**config.mk**
```make
export PLATFORM = sky130hd
export DESIGN_NAME = pc_redirect_ctrl_flat
export DESIGN_NICKNAME = d
export VERILOG_FILES = /design/src/rtl/pc_redirect_ctrl_if.sv /design/src/rtl/pc_redirect_ctrl.sv /design/src/flat_wrapper.sv
export SDC_FILE = /design/constraint.sdc
export NUM_CORES = 1
export LEC_CHECK = 0
export ABC_AREA = 1
export BUFFER_PORTS_ARGS = -buffer_cell sky130_fd_sc_hd__buf_4
export CAP_MARGIN = 5
export CORE_UTILIZATION = 54
export DETAILED_ROUTE_END_ITERATION = 7
export PLACE_DENSITY_LB_ADDON = 0.25
export SETUP_SLACK_MARGIN = 0.05
export SLEW_MARGIN = 20
export SYNTH_ARGS = -nofsm -noshare
export SYNTH_HDL_FRONTEND = slang
export SYNTH_SLANG_ARGS = --single-unit
```
**constraint.sdc**
```tcl
create_clock -name clk -period 4.5 [get_ports clk]
set_input_delay 0.675 -clock clk [delete_from_list [all_inputs] [get_ports clk]]
set_output_delay 0.675 -clock clk [all_outputs]
set_load 0.05 [all_outputs]
```
**src/rtl/pc_redirect_ctrl_if.sv**
```systemverilog
// Execute-to-fetch control bundle for pc_redirect_ctrl.
// master = execute/fetch side, slave = the PC controller.
interface pc_redirect_ctrl_if;
  logic        jump_en_i;
  logic [31:0] jump_addr_i;
  logic        hold_flag_i;
  logic [31:0] pc_o;
  logic        inst_valid_o;
  logic        flush_o;
  logic        stall_o;
  logic        trap_o;
  logic [31:0] bad_addr_o;

  modport master (
    output jump_en_i,
    output jump_addr_i,
    output hold_flag_i,
    input  pc_o,
    input  inst_valid_o,
    input  flush_o,
    input  stall_o,
    input  trap_o,
    input  bad_addr_o
  );

  modport slave (
    input  jump_en_i,
    input  jump_addr_i,
    input  hold_flag_i,
    output pc_o,
    output inst_valid_o,
    output flush_o,
    output stall_o,
    output trap_o,
    output bad_addr_o
  );
endinterface

```
**src/rtl/pc_redirect_ctrl.sv**
```systemverilog
// PC owner: redirect/stall handling, fetch-valid and IF/ID, ID/EX flush/stall.
// Optional misaligned-jump trap enabled by macro PC_CTRL_MISALIGN_CHK_EN.
module pc_redirect_ctrl #(
  parameter logic [31:0] RESET_ADDR   = 32'h0000_0000,
  parameter int unsigned FLUSH_CYCLES = 1,
  parameter logic [31:0] TRAP_ADDR    = 32'h0000_0100
) (
  input  logic             clk,
  input  logic             rst,
  pc_redirect_ctrl_if.slave bus
);

  typedef enum logic [1:0] {
    BOOT,
    RUN,
    BUBBLE,
    HOLD
  } state_t;

  localparam logic [2:0] FLUSH_M1 =
    (FLUSH_CYCLES > 0) ? 3'(FLUSH_CYCLES - 1) : 3'd0;

  state_t      state_q;
  state_t      state_d;
  logic [2:0]  cnt_q;
  logic [2:0]  cnt_d;
  logic [31:0] pc_q;
  logic [31:0] pc_d;
  logic [31:0] target;
  logic        misalign;
  logic        accept;
  logic        valid;
  logic        flush;
  logic        stall;

`ifdef PC_CTRL_MISALIGN_CHK_EN
  logic        trap_q;
  logic [31:0] bad_q;
  logic [31:0] bad_d;

  assign misalign = bus.jump_addr_i[1];
  assign target   = misalign ? TRAP_ADDR
                  : {bus.jump_addr_i[31:1], 1'b0};
`else
  logic unused_cfg;

  assign unused_cfg = ^{TRAP_ADDR, bus.jump_addr_i[1:0]};
  assign misalign   = 1'b0;
  assign target     = {bus.jump_addr_i[31:2], 2'b00};
`endif

  always_comb begin
    state_d = state_q;
    cnt_d   = cnt_q;
    pc_d    = pc_q;
    accept  = 1'b0;
    valid   = 1'b0;
    flush   = 1'b0;
    stall   = 1'b0;
    unique case (state_q)
      BOOT: begin
        state_d = RUN;
      end
      RUN: begin
        valid = 1'b1;
        if (bus.jump_en_i) begin
          accept = 1'b1;
        end else if (bus.hold_flag_i) begin
          stall   = 1'b1;
          state_d = HOLD;
        end else begin
          pc_d = pc_q + 32'd4;
        end
      end
      HOLD: begin
        valid = 1'b1;
        if (bus.jump_en_i) begin
          accept = 1'b1;
        end else if (bus.hold_flag_i) begin
          stall = 1'b1;
        end else begin
          state_d = RUN;
        end
      end
      BUBBLE: begin
        if (bus.jump_en_i) begin
          accept = 1'b1;
        end else if (cnt_q == 3'd0) begin
          state_d = RUN;
        end else begin
          cnt_d = cnt_q - 3'd1;
        end
      end
      default: begin
        state_d = BOOT;
      end
    endcase
    // A redirect overrides everything decided above.
    if (accept) begin
      flush   = 1'b1;
      stall   = 1'b0;
      pc_d    = target;
      cnt_d   = FLUSH_M1;
      state_d = (FLUSH_CYCLES > 0) ? BUBBLE : RUN;
    end
  end

  always_ff @(posedge clk) begin
    if (rst) begin
      state_q <= BOOT;
      cnt_q   <= 3'd0;
      pc_q    <= RESET_ADDR;
    end else begin
      state_q <= state_d;
      cnt_q   <= cnt_d;
      pc_q    <= pc_d;
    end
  end

`ifdef PC_CTRL_MISALIGN_CHK_EN
  always_comb begin
    bad_d = bad_q;
    if (accept && misalign) begin
      bad_d = bus.jump_addr_i;
    end
  end

  always_ff @(posedge clk) begin
    if (rst) begin
      trap_q <= 1'b0;
      bad_q  <= 32'd0;
    end else begin
      trap_q <= accept & misalign;
      bad_q  <= bad_d;
    end
  end

  assign bus.trap_o     = trap_q;
  assign bus.bad_addr_o = bad_q;
`else
  logic unused_mis;

  assign unused_mis     = misalign;
  assign bus.trap_o     = 1'b0;
  assign bus.bad_addr_o = 32'd0;
`endif

  assign bus.pc_o         = pc_q;
  assign bus.inst_valid_o = valid;
  assign bus.flush_o      = flush & ~rst;
  assign bus.stall_o      = stall & ~rst;

endmodule

```
**src/flat_wrapper.sv**
```systemverilog
// flat-port wrapper written by rule: the top's interface ports become plain ports
module pc_redirect_ctrl_flat 
#(
  parameter logic [31:0] RESET_ADDR   = 32'h0000_0000,
  parameter int unsigned FLUSH_CYCLES = 1,
  parameter logic [31:0] TRAP_ADDR    = 32'h0000_0100
)
  (clk, rst, bus_jump_en_i, bus_jump_addr_i, bus_hold_flag_i, bus_pc_o, bus_inst_valid_o, bus_flush_o, bus_stall_o, bus_trap_o, bus_bad_addr_o);
  pc_redirect_ctrl_if bus_i ();
  input  logic clk;
  input  logic rst;
  input wire logic [$bits(bus_i.jump_en_i)-1:0] bus_jump_en_i;
  input wire logic [$bits(bus_i.jump_addr_i)-1:0] bus_jump_addr_i;
  input wire logic [$bits(bus_i.hold_flag_i)-1:0] bus_hold_flag_i;
  output wire logic [$bits(bus_i.pc_o)-1:0] bus_pc_o;
  output wire logic [$bits(bus_i.inst_valid_o)-1:0] bus_inst_valid_o;
  output wire logic [$bits(bus_i.flush_o)-1:0] bus_flush_o;
  output wire logic [$bits(bus_i.stall_o)-1:0] bus_stall_o;
  output wire logic [$bits(bus_i.trap_o)-1:0] bus_trap_o;
  output wire logic [$bits(bus_i.bad_addr_o)-1:0] bus_bad_addr_o;
  assign bus_i.jump_en_i = bus_jump_en_i;
  assign bus_i.jump_addr_i = bus_jump_addr_i;
  assign bus_i.hold_flag_i = bus_hold_flag_i;
  assign bus_pc_o = bus_i.pc_o;
  assign bus_inst_valid_o = bus_i.inst_valid_o;
  assign bus_flush_o = bus_i.flush_o;
  assign bus_stall_o = bus_i.stall_o;
  assign bus_trap_o = bus_i.trap_o;
  assign bus_bad_addr_o = bus_i.bad_addr_o;
  pc_redirect_ctrl #(.RESET_ADDR(RESET_ADDR), .FLUSH_CYCLES(FLUSH_CYCLES), .TRAP_ADDR(TRAP_ADDR)) u_core (.clk(clk), .rst(rst), .bus(bus_i));
endmodule
```
* Word-level counts from Yosys, hierarchy flattened
Cells that the tools add are included.
Cells by class: add/sub/neg operators 2, eq/ne operators 17, multiplexer cells 20, bitwise logic cells 6, reduce and logical (&&, ||, !) cells 11
Operator list (number):
- 32-bit two-way mux | 4
- 32-bit by 3-bit adder with 32-bit output (second input constant) | 1
- 3-bit by 2-bit inequality test with 1-bit output (second input constant) | 5
- 2-bit two-way mux | 7
- 6-bit AND reduction | 2
- 2-bit inequality test (second input constant) | 5
- 3-bit AND reduction | 3
- 1-bit two-way mux | 8
- 2-bit one-hot mux with 4 select lines | 1
- 2-bit by 1-bit inequality test with 1-bit output (second input constant) | 3
- 2-bit == test (second input constant) | 2
- 1-bit inverter | 4
- 2-bit OR reduction | 2
- 3-bit zero test | 1
- 3-bit by 1-bit inequality test with 1-bit output (second input constant) | 1
- 3-bit OR reduction | 1
- 3-bit by 1-bit subtractor with 3-bit output (second input constant) | 1
- 1-bit AND | 2
- 2-bit by 1-bit == test with 1-bit output (second input constant) | 1
- 2-bit zero test | 1
- 2-bit nonzero test | 1
Storage, ports and cells: flip-flop bits (word level) 37, input bits 36

* Longest topological paths before layout
depth after elaboration 5, gate-level depth with buffers 10

* Worst setup path after synthesis
OpenSTA, ideal clock, no wires.
path type in2out, from input rst, to output bus_stall_o, data arrival time 2105 ps, data required time 3825 ps, setup slack 1720 ps, stages 3, buffers on the path 2, cells stage by stage clkbuf_1 -> clkbuf_1 -> nor3_1
Between the ends: word-level cells in the longest chain between the ends 2
Ends and longest elaborated chain:
- start: declaration | line flat_wrapper.sv:11 | input logic rst;
- 1-bit inverter | line pc_redirect_ctrl.sv:151 | assign bus.stall_o = stall & ~rst;
- 1-bit AND | line pc_redirect_ctrl.sv:151
- end: declaration | line flat_wrapper.sv:18 | output wire logic [$bits(bus_i.stall_o)-1:0] bus_stall_o;
Every way passes these cells.

* Worst setup path after layout
from input bus_jump_en_i, to register u_core.pc_q[14], in the netlist u_core.bus.pc_o[14]
Between the ends: word-level cells in the longest chain between the ends 4, elaborated cells between the ends (all ways) 7, those cells by class eq/ne (2); mux (3); reduce/logical (2)
Ends and longest elaborated chain:
- start: declaration | line flat_wrapper.sv:12 | input wire logic [$bits(bus_i.jump_en_i)-1:0] bus_jump_en_i;
- 1-bit two-way mux | line pc_redirect_ctrl.sv:66, pc_redirect_ctrl.sv:77, pc_redirect_ctrl.sv:86
- 1-bit two-way mux
- 2-bit by 1-bit inequality test with 1-bit output (no line) or 2-bit nonzero test (tied branches)
- 3-bit AND reduction (no line)
- end signal: assignment | line pc_redirect_ctrl.sv:116 | pc_q <= pc_d;
- end: declaration | line pc_redirect_ctrl.sv:27 | logic [31:0] pc_q;
Parallel ways exist; a longest one is shown, timed or not. A chain may end at the register's enable or synchronous reset.

==> reports/qor.txt <==
========================================================================================================
Die outline area ..........................................................................     5320 µm²
Via Count .................................................................................         2953
Number of DRC violations after detailed-routing iteration 0 ...............................          109
Post-CTS clock slew at the launch and capture registers of the worst setup and hold paths .        80 ps
Layout Utilization ........................................................................        66.3%
Via count of the first global-routing pass ................................................         2689
First-pass GRT wire length ................................................................     11100 µm
Number of register bits inferred by synthesis .............................................           35
Share of synthesized flip-flops with an asynchronous set or reset .........................           0%
Total Routing Usage GR ....................................................................        26.6%
Cells on worst reg2reg path ...............................................................            8
R2R setup slack ...........................................................................      1600 ps
Final design instance area without fill ...................................................     3170 µm²
Cells along the critical path ............................................................. buf_4 > o21ai_2 > buf_4 > inv_2 > o21ai_4 > inv_2 > o21ai_0 > nand2_1 > a21oi_1
Number of clock buffers inserted by TritonCTS .............................................            5
Sequential cell area fraction in the yosys report .........................................        25.8%
Clock sinks ...............................................................................           35
Cell depth of the worst setup path ........................................................            9
Post-CTS Hold Buffers .....................................................................            0
Number of levels the H-tree was split into ................................................            2
Clock latency reported for the late side of the worst-skew pair ...........................       300 ps
Longest individual stage delay on the worst path ..........................................       870 ps
Fraction of layout cells with a size suffix above 1 .......................................        15.4%
Initial antenna violation count ...........................................................            0
Maximum number of pins on one net before global-route repair ..............................           44
VDD IR max ................................................................................     0.191 mV
Cell type of the slowest stage on the worst timing path ...................................      o21ai_4
Number of remaining DRC errors ............................................................            0
Routed wire per std cell ..................................................................      11.1 µm
Synth top area share ......................................................................        25.8%
Total setup violations reported at the end of the flow ....................................            0
Grt ovf ...................................................................................            0
Startpoint type of the worst setup path ...................................................   input port
Worst slew pin tran .......................................................................      1030 ps
Initial Utilization .......................................................................        56.8%
Worst hold path class .....................................................................      reg2reg
Top-level I/O count .......................................................................          104
Min Clock Period, post-route ..............................................................      2930 ps
Cell row count ............................................................................           25
Yosys warnings ............................................................................            0
Core outline area .........................................................................     4790 µm²
Most frequent cells in the layout ......................................................... 146 x nand2_1, 90 x nor2_1, 67 x buf_4
Critical path's top delay family .......................................................... compound AO/OA/AOI/OAI gates
Number of filler cells placed in the layout ...............................................          493
CP Data Required Time .....................................................................      4730 ps
RePlAce Congestion ........................................................................        0.893
RSZ-0062 raised after global routing ......................................................           no
Number of buffers inserted to repair setup after CTS ......................................            0
Final worst path period share .............................................................        65.2%
Area overhead of the layout relative to synthesis .........................................        16.8%
Via-to-Cell Ratio .........................................................................         4.94
Signal arrival time at the worst endpoint .................................................      3160 ps
Final Net Count ...........................................................................          570
ANT cells .................................................................................            0
Synth Instances ...........................................................................          474
Leakage component of the power ............................................................      1.36 nW
Worst r2r src ............................................................................. u_core.state_q[0]
Post-route clock skew .....................................................................      9.85 ps
Synth Area per Inst .......................................................................     5.73 µm²
Number of iterations in the first detailed-routing pass ...................................            4
Netlist area before placement .............................................................     2720 µm²
Critical Path Source ...................................................................... bus_jump_en_i
Resized Gates After CTS ...................................................................            0
Worst hold margin .........................................................................       495 ps
Port-buffer cells .........................................................................           66
CTS tree ..................................................................................         done
Pwr/cell area .............................................................................   285 nW/µm²
Count of final max-slew check failures ....................................................            0
Category of the worst setup path capture point ............................................     register
Outcome ................................................................................... finished clean
Aggregate routed wire length ..............................................................      6660 µm
Detailed placer's ending HPWL .............................................................      4860 µm
Max-capacitance violation count ...........................................................            0
Synth area leader .........................................................................      dfxtp_1
Die width .................................................................................      72.9 µm
Height of the die .........................................................................      72.9 µm
Critical path peak fanout .................................................................           43
Worst path bufs/invs ......................................................................            4
Remaining number of nets flagged by the antenna check after routing .......................            0
Top achievable clock speed ................................................................      341 MHz
Post-synth EDFFs ..........................................................................            0
Maximum buffer depth of the clock tree ....................................................            2
Buffer cell driving the clock tree root ...................................................     clkbuf_8
Count of different cell masters after synthesis ...........................................           24
Worst-case headroom to the max-slew limit .................................................        31.1%
Commonest non-fill, non-tap cell in the layout ............................................      nand2_1
Commonest register cell after synthesis ...................................................      dfxtp_1
Post-DP Area ..............................................................................     3080 µm²
Total negative slack for setup checks .....................................................         0 ps
Total count of hold-check failures in the final report ....................................            0
Dominant cells by area after synthesis .................................................... dfxtp_1 26%, nand2_1 20%, nor2_1 12%
Worst hold start .......................................................................... u_core.cnt_q[0]
Worst hold path depth .....................................................................            2
Post-route total power ....................................................................       905 µW
Path type of the worst setup path .........................................................       in2reg
========================================================================================================
area by class of cell:
type	instances	area, µm²	share of cell area [%]
multi-input combinational	382	1650	51.9
sequential	35	701	22.1
timing repair buffer	67	503	15.9
inverter	40	150	4.73
tap	67	83.8	2.64
clock buffer	6	82.6	2.60
clock inverter	1	5.00	0.158
path summary, 6_finish.rpt:
kind	to
worst max-delay path	u_core.bus.pc_o[14]
worst min-delay path	u_core.cnt_q[0]
worst max register to register	u_core.bus.pc_o[14]
worst min register to register	u_core.cnt_q[0]
sequential cells by signal, indices dropped and copies added, names as in the netlist:
name and count:
u_core.bus.pc_o 30, u_core.cnt_q 3, u_core.state_q 2
cell usage after synthesis (2+ instances only):
cell type / instances
buf_4: 40
o21ai_0: 24
xnor2_1: 3
nor2_4: 2
inv_1: 38
ha_1: 3
a21oi_1: 33
buf_2: 4
a31oi_1: 2
clkbuf_1: 7
o21ai_1: 2
nor3_1: 6
inv_2: 2
nor2_1: 90
nand2_1: 146
dfxtp_1: 35
nand3_1: 29
o21ai_2: 2
stage by stage:
step                cells  setup WS [ps]
floorplan             508           1720
global placement      591           1330
detailed placement    591           1280
CTS                   598           1590
global route          598           1250
finish                598           1570
where the power goes:
group	switching [mW]	internal, mW	total, mW
clock network	0.118	0.120	0.239
logic	0.228	0.0824	0.310
registers	0.0274	0.329	0.356
cell families (layout without fill, tap and decap cells):
family          count (synthesis)  count (layout)  share of synthesized area (%)
compound gates                 65              65                           12.9
buf+inv                        91             114                           18.3
xor+xnor                        3               3                          0.967
simple gates                  276             276                           40.6
fa+ha+maj                       3               3                           1.38
flops                          35              35                           25.8
other cells                     1              35                          0.138
per-layer routing:
layer	GRT usage, %	routed length, µm	share of wire (%)	vias up
met1	32.8	2920	44	1317
li1	-	-	-	1522
met2	45.9	3200	48	103
met5	0	0	0	-
met4	9.80	101	1.5	0
met3	5.11	439	6.6	11
worst reg2reg max path: cells and delay by family (launching register included):
family                 cells  cell delay [ps]
AO/OA/AOI/OAI              4             1310
AND/OR/NAND/NOR            1               70
buffers and inverters      3             1060
flip-flops                 1              380
Power figures use the tool's default switching activity.
